--- config.mk ---
export PLATFORM = sky130hd
export DESIGN_NAME = register_rename
export DESIGN_NICKNAME = d
export VERILOG_FILES = /design/src/rtl/register_rename.sv
export SDC_FILE = /design/constraint.sdc
export NUM_CORES = 1
export LEC_CHECK = 0
export CORE_UTILIZATION = 50
export DETAILED_ROUTE_END_ITERATION = 10
export PLACE_DENSITY_LB_ADDON = 0.1
export SLEW_MARGIN = 20
export SYNTH_ARGS = -nofsm -noshare
export SYNTH_HDL_FRONTEND = slang
export SYNTH_SLANG_ARGS = --single-unit
--- constraint.sdc ---
create_clock -name clk -period 19.6 [get_ports clk]
set_input_delay 4.9 -clock clk [delete_from_list [all_inputs] [get_ports clk]]
set_output_delay 4.9 -clock clk [all_outputs]
set_load 0.03 [all_outputs]
--- src/rtl/register_rename.sv ---
// -----------------------------------------------------------------------------
// register_rename
//   Single-issue register renamer: a RAT mapping architectural to physical
//   registers plus a circular free list of unallocated physical registers.
//   One instruction is renamed per cycle with a one-cycle registered latency;
//   up to two retiring physical registers are returned to the free list per
//   cycle (retire1 first, then retire2).
//
// Ports
//   clk, rst                  clock, asynchronous active-high reset
//   rename_valid              decoded instruction presented for renaming
//   src1_arch/src2_arch       architectural sources
//   dest_arch, has_dest       architectural destination and its write enable
//   instr_pc_in               PC travelling with the instruction
//   retire1/2, free_reg_1/2   released physical registers from the ROB
//   stall                     free list is empty (combinational)
//   out_valid                 renamed instruction valid (registered)
//   src1_phys/src2_phys       physical sources
//   dr, old_dr                new and previous physical destination
//   instr_pc                  PC passed through
//   free_count                free-list occupancy
//   free_overflow             sticky: a free arrived while the list was full
// -----------------------------------------------------------------------------
module register_rename #(
    parameter int ARCH_REGS = 32,
    parameter int PHYS_REGS = 64,
    parameter int FL_DEPTH  = 32
) (
    input  logic                             clk,
    input  logic                             rst,
    input  logic                             rename_valid,
    input  logic [$clog2(ARCH_REGS)-1:0]     src1_arch,
    input  logic [$clog2(ARCH_REGS)-1:0]     src2_arch,
    input  logic [$clog2(ARCH_REGS)-1:0]     dest_arch,
    input  logic                             has_dest,
    input  logic [31:0]                      instr_pc_in,
    input  logic                             retire1,
    input  logic                             retire2,
    input  logic [$clog2(PHYS_REGS)-1:0]     free_reg_1,
    input  logic [$clog2(PHYS_REGS)-1:0]     free_reg_2,
    output logic                             stall,
    output logic                             out_valid,
    output logic [$clog2(PHYS_REGS)-1:0]     src1_phys,
    output logic [$clog2(PHYS_REGS)-1:0]     src2_phys,
    output logic [$clog2(PHYS_REGS)-1:0]     dr,
    output logic [$clog2(PHYS_REGS)-1:0]     old_dr,
    output logic [31:0]                      instr_pc,
    output logic [$clog2(FL_DEPTH+1)-1:0]    free_count,
    output logic                             free_overflow
);

    localparam int AW = $clog2(ARCH_REGS);
    localparam int PW = $clog2(PHYS_REGS);
    localparam int TW = $clog2(FL_DEPTH);
    localparam int CW = $clog2(FL_DEPTH + 1);

    localparam logic [CW-1:0] FULL = CW'(FL_DEPTH);

    logic [PW-1:0] rat  [ARCH_REGS];
    logic [PW-1:0] fifo [FL_DEPTH];
    logic [TW-1:0] head, tail;
    logic [CW-1:0] count;

    logic          accept, alloc;
    logic [TW-1:0] head_nx, tail_nx;
    logic [CW-1:0] count_nx;
    logic          push1, push2, overflow_set;
    logic [TW-1:0] push1_idx, push2_idx;

    function automatic logic [TW-1:0] ptr_inc(input logic [TW-1:0] p);
        return (p == TW'(FL_DEPTH - 1)) ? '0 : p + TW'(1);
    endfunction

    assign stall      = (count == '0);
    assign free_count = count;

    // An instruction needing a new register is only blocked by an empty list;
    // instructions without a destination always pass.
    assign accept  = rename_valid && !(has_dest && dest_arch != '0 && count == '0);
    assign alloc   = accept && has_dest && (dest_arch != '0);
    assign head_nx = alloc ? ptr_inc(head) : head;

    // Pushes are resolved in order against a running count that already
    // includes this cycle's pop, so a full list that is also allocating can
    // still accept exactly one free.
    always_comb begin
        // NOTE: every signal gets a default first so no path leaves it
        // unassigned, which would otherwise infer a latch.
        push1        = 1'b0;
        push2        = 1'b0;
        overflow_set = 1'b0;
        push1_idx    = tail;
        push2_idx    = tail;
        tail_nx      = tail;
        // NOTE: blocking assignments here are intentional: the running
        // tail/count values are read back later in the same evaluation.
        count_nx     = count - CW'(alloc);

        if (retire1 && free_reg_1 != '0) begin
            if (count_nx == FULL) begin
                overflow_set = 1'b1;
            end else begin
                push1     = 1'b1;
                push1_idx = tail_nx;
                tail_nx   = ptr_inc(tail_nx);
                count_nx  = count_nx + CW'(1);
            end
        end

        if (retire2 && free_reg_2 != '0) begin
            if (count_nx == FULL) begin
                overflow_set = 1'b1;
            end else begin
                push2     = 1'b1;
                push2_idx = tail_nx;
                tail_nx   = ptr_inc(tail_nx);
                count_nx  = count_nx + CW'(1);
            end
        end
    end

    // RAT and free-list storage with pointers.
    // NOTE: both arrays are reset because their initial contents (identity
    // map, registers ARCH_REGS.. in the list) are architecturally visible;
    // they are small enough to live in flops rather than a RAM macro.
    always_ff @(posedge clk or posedge rst) begin
        if (rst) begin
            for (int i = 0; i < ARCH_REGS; i++) rat[i] <= PW'(i);
            for (int j = 0; j < FL_DEPTH; j++) fifo[j] <= PW'(ARCH_REGS + j);
            head          <= '0;
            tail          <= '0;
            count         <= FULL;
            free_overflow <= 1'b0;
        end else begin
            // alloc implies dest_arch != 0, so x0 stays pinned to p0.
            if (alloc) rat[dest_arch] <= fifo[head];
            if (push1) fifo[push1_idx] <= free_reg_1;
            if (push2) fifo[push2_idx] <= free_reg_2;
            head  <= head_nx;
            tail  <= tail_nx;
            count <= count_nx;
            if (overflow_set) free_overflow <= 1'b1;
        end
    end

    // Registered rename result. Sources read the RAT before this cycle's
    // update, so an instruction reading its own destination sees the old map.
    always_ff @(posedge clk or posedge rst) begin
        if (rst) begin
            out_valid <= 1'b0;
            src1_phys <= '0;
            src2_phys <= '0;
            dr        <= '0;
            old_dr    <= '0;
            instr_pc  <= '0;
        end else if (accept) begin
            out_valid <= 1'b1;
            src1_phys <= rat[src1_arch];
            src2_phys <= rat[src2_arch];
            dr        <= alloc ? fifo[head] : '0;
            old_dr    <= alloc ? rat[dest_arch] : '0;
            instr_pc  <= instr_pc_in;
        end else begin
            out_valid <= 1'b0;
        end
    end

endmodule

==> reports/metrics.cfg, run 1 <==
[grt]
gr-total-overflow = 0
grt_pass1_wl_um = 118000
grt_usage_pct = 29.0
grt_pass1_vias = 18300
antenna_found_initial = 1
grt_max_degree = 106

[place]
place_congestion = 0.905
place_inst = 2776
dpl.hpwl_um = 49600
io_buffers = 129

[worst_setup_path]
crit_arrival_ps = 10650
startpoint_type = input port
r2r_start = free_count[3]$_DFF_PP0_
worstRegToRegCells = 19
startpoint = dest_arch[2]
r2r_slack_ps = 13650
timing.rr.end = fifo[115]$_DFF_PP0_
cp.required_ps = 20090
critical_path_class = in2reg
crit_fanout = 40
end_kind = flip-flop

[layout]
finalNetCount = 2227
area_delta_synth_final_pct = 13.3
n_antenna_cell = 0
final_common_cell = mux2_2
instances_no_fill = 2880
drive_gt1_share_pct = 43.2
nFillCells = 4318
layout_common_cells = 307 x mux2_2, 263 x dfrtp_1, 235 x nor2_1

[status]
outcome = complete, but fails checks
violations = design-rule violations

[clocking]
post_cts_resized = 0
cts_setup_buffers = 0
clockBufferDepth = 3
root_buffer = clkbuf_16
cts_tree = built
htree_levels = 2
cts_made_buffers = 54
clk_pin_slew_ps = 60
holdBufCountCts = 0
insertion_delay_ps = 610
cts.sink_count = 458

[floorplanning]
die_area_um2 = 54700
io_pins = 130
core_area_um2 = 52900
die_h_um = 234
num_rows = 84
start_util_pct = 50.9
die_w_um = 234

[sta]
period_needed_ps = 10160
hold_viol = 0
fin_skew_ps = 20.7
worstMarginPinSlew_ps = 1060
whs_ps = 415
max_freq_mhz = 98.4
slew_viol_final = 0
rsz0062_at_grt = no
setup_viol_count_final = 0
relSlewSlack_pct = 29.5
setup_tns_ps = 0
final.period_utilization_pct = 51.8

[drt]
firstDrtPassIters = 9
drc = 15
drt-initial-drc-count = 1774
vias = 18200
totalWireLength_um = 76800
wl_per_cell_um = 26.7
antenna_left = 0
via_per_inst = 6.32

[logic_synthesis]
ys_ff_latch = 458
synth.distinct_cells = 76
ys_warn_count = 0
synthesis.instances = 2108
ys_top_cells_by_area = dfrtp_1 25%, mux4_2 19%, dfstp_2 19%
synth_area_per_cell_um2 = 12.8
synth-main-ff-cell = dfrtp_1
synth_top_area_share_pct = 24.7
synth_edf_count = 0
synth_top_area_cell = dfrtp_1
synth_area_um2 = 26900
async_reset_ff_share_pct = 100
ys_seq_area_share_pct = 43.5
syn_nets = 2188

[hold_path]
worst_hold_path_type = reg2reg
min_to = rat[186]$_DFFE_PP0P_
holdPathStages = 0
hold_start = rat[186]$_DFFE_PP0P_

[power_and_ir_drop]
ir_drop_mv = 0.127
p_per_area_nw_per_um2 = 153
power.leakage_nw = 12.1

[flow_run]
cap_violations = 0

[worst max-delay path, cell delays in order]
cell             delay (ps)
clkdlybuf4s50_1         540
or3_1                   590
nand2b_1                240
nand2_1                  80
buf_4                   250
inv_1                   140
ha_1                    240
ha_1                    260
xnor2_2                 430
and4b_4                 350
a21oi_4                  90
xnor2_1                 370
ha_1                    230
o21ai_1                 120
o41ai_4                 220
buf_4                   740
or4_1                   400
mux2_1                  360
[worst max path at each step]
stage                               end  slack [ps]  cells after the start
finish              fifo[115]$_DFF_PP0_        9440                     18
global route        fifo[122]$_DFF_PP0_        9110                     18
CTS                  fifo[26]$_DFF_PP0_        9500                     18
detailed placement   fifo[26]$_DFF_PP0_        8900                     18
global placement     fifo[26]$_DFF_PP0_        9030                     18
floorplan             dr[0]$_DFFE_PP0N_        2250                      1
[power by group]
part | internal [W] | total, W | switching (W)
sequential | 0.00140 | 0.00170 | 0.000294
combinational | 0.000969 | 0.00197 | 0.00100
clock | 0.000588 | 0.00100 | 0.000413
[state kept, by name (all words and copies together) (netlist names)]
register	count
dr	6
fifo	192
free_count	6
free_overflow	1
head	5
instr_pc	32
old_dr	6
out_valid	1
rat	192
src1_phys	6
src2_phys	6
tail	5
[through the flow]
stage / total power (W) / util (%) / setup slack (ps) / instance area [µm²]
2_1_floorplan: 0.00297 / - / 2250 / 26900
6_report: 0.00467 / 57.6 / 9440 / 30500
4_1_cts: 0.00464 / 57.5 / 9500 / 30400
3_5_place_dp: 0.00363 / 54.2 / 8900 / 28600
3_3_place_gp: 0.00354 / 54.1 / 9030 / 28600
5_1_grt: 0.00490 / 57.6 / 9110 / 30500
[kinds of logic after synthesis]
kind of cell | synth area share [%]
DFF | 43.5
muxes | 36.4
adders and majority gates | 0.698
xor gates and xnor gates | 0.661
buffers and inverters | 3.00
AOI/OAI and AO/OA | 5.96
and+or+nand+nor | 9.77
[synthesized netlist by cell type, drive strengths merged, types with 24 or more instances]
cell	count
mux2	386
nand2	166
dfstp	193
o21ai	53
buf	32
nor2	235
o22ai	24
dfrtp	265
clkbuf	148
mux4	228
a21oi	172
[routing by layer]
metal | wire length [µm] | vias up | GRT usage, %
met1 | 31400 | 9419 | 38.8
met3 | 4410 | 169 | 4.27
li1 | - | 7930 | -
met4 | 3100 | 2 | 11.7
met2 | 37900 | 669 | 47.8
met5 | 8 | - | 0
[cell type report]
cell class | instances | area (µm²) | share of cell area (%)
repair buffers | 163 | 1620 | 5.30
clock inverters | 18 | 120 | 0.394
flip-flops and latches | 458 | 11700 | 38.4
clock buffers | 83 | 1640 | 5.39
inverters | 15 | 63.8 | 0.209
well taps | 688 | 861 | 2.82
multi-input cells | 1455 | 14500 | 47.5
(Power assumes the default switching activity.)
==> run 2, diff against run 1 <==
clock period = 10.2 ns   (was 19.6 ns; I/O delays follow)
==> run 2 against run 1 <==
- the run still ends with design-rule violations left
- sequential power is 92% higher
- first-iteration DRC count shrank 8.3%
- routed wire length about the same
- power increased by 90%
- register-to-register slack worse by 10000 ps
- worst setup slack worse by 7600 ps
- clock power is 96% higher
- sequential share of layout area is essentially flat
- critical path type unchanged
- cell area about the same
- combinational power increased by 86%
- non-clock buffer count rose by 3
- critical path depth decreased by 1
==> reports/metrics.cfg, run 2 (synthesized netlist as in run 1, its figures left out) <==
[worst_setup_path]
cpMostUsedCell = ha_1  ; unchanged
r2r_start = free_count[3]$_DFF_PP0_  ; unchanged
cp_cell_sequence = clkdlybuf4s50_1 -> or3_1 -> nand2b_1 -> nand2_1 -> inv_1 -> ha_1 -> ha_1 -> xnor2_2 -> and4b_4 -> a21oi_4 -> xnor2_1 -> ha_1 -> o21ai_1 -> o41ai_4 -> buf_4 -> or4_1 -> mux2_1  ; was clkdlybuf4s50_1 -> or3_1 -> nand2b_1 -> nand2_1 -> buf_4 -> inv_1 -> ha_1 -> ha_1 -> xnor2_2 -> and4b_4 -> a21oi_4 -> xnor2_1 -> ha_1 -> o21ai_1 -> o41ai_4 -> buf_4 -> or4_1 -> mux2_1
worstRegToRegCells = 18  ; was 19
r2r_slack_ps = 3680  ; was 13650 ps
crit_fanout = 40  ; unchanged
timing.rr.end = fifo[118]$_DFF_PP0_  ; was fifo[115]$_DFF_PP0_
critPathSlowestCell = buf_4  ; unchanged
startpoint = dest_arch[2]  ; unchanged
startpoint_type = input port  ; unchanged
cp.required_ps = 10680  ; was 20090 ps
crit_arrival_ps = 8840  ; was 10650 ps
end_kind = flip-flop  ; unchanged
critical_path_class = in2reg  ; unchanged
cpPeakStageDelay_ps = 760  ; was 740 ps
cp-endpoint = fifo[118]$_DFF_PP0_  ; was fifo[115]$_DFF_PP0_

[layout]
area_delta_synth_final_pct = 13.3  ; about the same
instances_no_fill = 2878  ; was 2880
drive_gt1_share_pct = 43.2  ; about the same
final_common_cell = mux2_2  ; unchanged
layout_common_cells = 307 x mux2_2, 263 x dfrtp_1, 235 x nor2_1  ; unchanged
n_antenna_cell = 0  ; unchanged
largestRegisters = fifo (192), rat (192), instr_pc (32)  ; unchanged
finalNetCount = 2227  ; unchanged

[sta]
fin_skew_ps = 20.4  ; was 20.7 ps
final.period_utilization_pct = 81.9
slew_viol_final = 0  ; unchanged
rsz0062_at_grt = no  ; unchanged
hold_viol = 0  ; unchanged
max_freq_mhz = 120
relSlewSlack_pct = 23.8  ; was 29.5%
setup_tns_ps = 0  ; unchanged
worstMarginPinSlew_ps = 1140  ; was 1060 ps
setup_viol_count_final = 0  ; unchanged
whs_ps = 424  ; was 415 ps
period_needed_ps = 8360

[drt]
route.met2.wl_um = 37500  ; was 37900 µm
wl_per_cell_um = 26.7  ; about the same
drc = 10  ; was 15
via_per_inst = 6.34  ; was 6.32
highest_layer = met4  ; was met5
drt-met1-wl_um = 32200  ; was 31400 µm
firstDrtPassIters = 8  ; was 9
wl_met3_um = 4310  ; was 4410 µm
antenna_left = 0  ; unchanged
vias = 18200  ; about the same
totalWireLength_um = 76700  ; was 76800 µm
drt-initial-drc-count = 1627  ; was 1774

[clocking]
insertion_delay_ps = 610  ; about the same
post_cts_resized = 0  ; unchanged
clk_pin_slew_ps = 60  ; about the same
htree_levels = 2  ; unchanged
holdBufCountCts = 0  ; unchanged
cts.sink_count = 458  ; unchanged
root_buffer = clkbuf_16  ; unchanged
cts_tree = built  ; unchanged
clockBufferDepth = 3  ; unchanged
cts_made_buffers = 51  ; was 54
cts_setup_buffers = 0  ; unchanged

[place]
place_congestion = 0.873  ; was 0.905
io_buffers = 129  ; unchanged
place_inst = 2780  ; was 2776
dpl.hpwl_um = 48900  ; was 49600 µm

[floorplanning]
die_area_um2 = 54700  ; unchanged
io_pins = 130  ; unchanged
core_area_um2 = 52900  ; unchanged
die_w_um = 234  ; unchanged
num_rows = 84  ; unchanged
die_h_um = 234  ; unchanged
start_util_pct = 50.9  ; unchanged

[status]
outcome = complete, but fails checks  ; unchanged
violations = design-rule violations  ; unchanged

[grt]
grt_max_degree = 191  ; was 106
grt_pass1_wl_um = 118000  ; about the same
antenna_found_initial = 0  ; was 1
grt_pass1_vias = 18600  ; was 18300
grt_usage_pct = 28.9  ; was 29.0%
gr-total-overflow = 0  ; unchanged

[power_and_ir_drop]
ir_drop_mv = 0.407  ; was 0.127 mV
power.leakage_nw = 12.0  ; was 12.1 nW
p_per_area_nw_per_um2 = 292  ; was 153 nW/µm²
p_total_w = 0.00889  ; was 0.00467 W

[flow_run]
cap_violations = 0  ; unchanged

[hold_path]
worst_hold_path_type = reg2reg  ; unchanged

run 2: changes by cell type in the layout (fill, tap and decap cells not counted), sizes merged:
| cell | before | now |
|---|---|---|
| buf | 42 | 44 |
| bufinv | 1 | 6 |
| clkbuf | 83 | 75 |
| clkdlybuf4s50 | 121 | 122 |
| clkinv | 17 | 10 |
| clkinvlp | 2 | 6 |
| inv | 13 | 14 |
run 2: worst max-delay path, delay by kind of cell:
family	cells	cell delay, ps
AOI/OAI and AO/OA	3	460
xor gates and xnor gates	2	830
adders and majority gates	3	770
buffers and inverters	3	1590
muxes	1	350
and+or+nand+nor	5	2210
run 2: worst min path at each step:
stage / start / to / slack, ps / cells past startpoint
global route: rat[188]$_DFFE_PP0P_ / rat[188]$_DFFE_PP0P_ / 440 / 0
detailed placement: rat[190]$_DFFE_PP0P_ / rat[190]$_DFFE_PP0P_ / 410 / 0
CTS: rat[188]$_DFFE_PP0P_ / rat[188]$_DFFE_PP0P_ / 420 / 0
finish: rat[189]$_DFFE_PP0P_ / rat[189]$_DFFE_PP0P_ / 420 / 0
floorplan: rat[186]$_DFFE_PP0P_ / rat[186]$_DFFE_PP0P_ / 460 / 1
global placement: rat[187]$_DFFE_PP0P_ / rat[187]$_DFFE_PP0P_ / 390 / 0
run 2: routing by layer:
metal / vias to the layer above / GRT usage [%]
met5: - / 0
met4: 0 / 10.3
met3: 154 / 3.28
met2: 713 / 47.7
met1: 9444 / 39.5
li1: 7925 / -
run 2: through the flow:
stage	setup WS, ps	util, %	instance area, µm²
4_1_cts	1970	57.5	30400
2_1_floorplan	1610	-	26900
3_3_place_gp	1570	54.2	28600
5_1_grt	1520	57.6	30500
3_5_place_dp	1360	54.2	28600
6_report	1840	57.6	30500
run 2: power breakdown:
part / internal, W / switching, W / total, W
sequential: 0.00270 / 0.000566 / 0.00327
combinational: 0.00177 / 0.00189 / 0.00367
clock: 0.00117 / 0.000795 / 0.00196
run 2: area by class of cell:
class	count	area (µm²)
repair buffers	166	1600
fillers	4213	22400
clock buffers	75	1490
multi-input cells	1455	14500
flip-flops and latches	458	11700
inverters	15	60.1
well taps	688	861
clock inverters	21	287
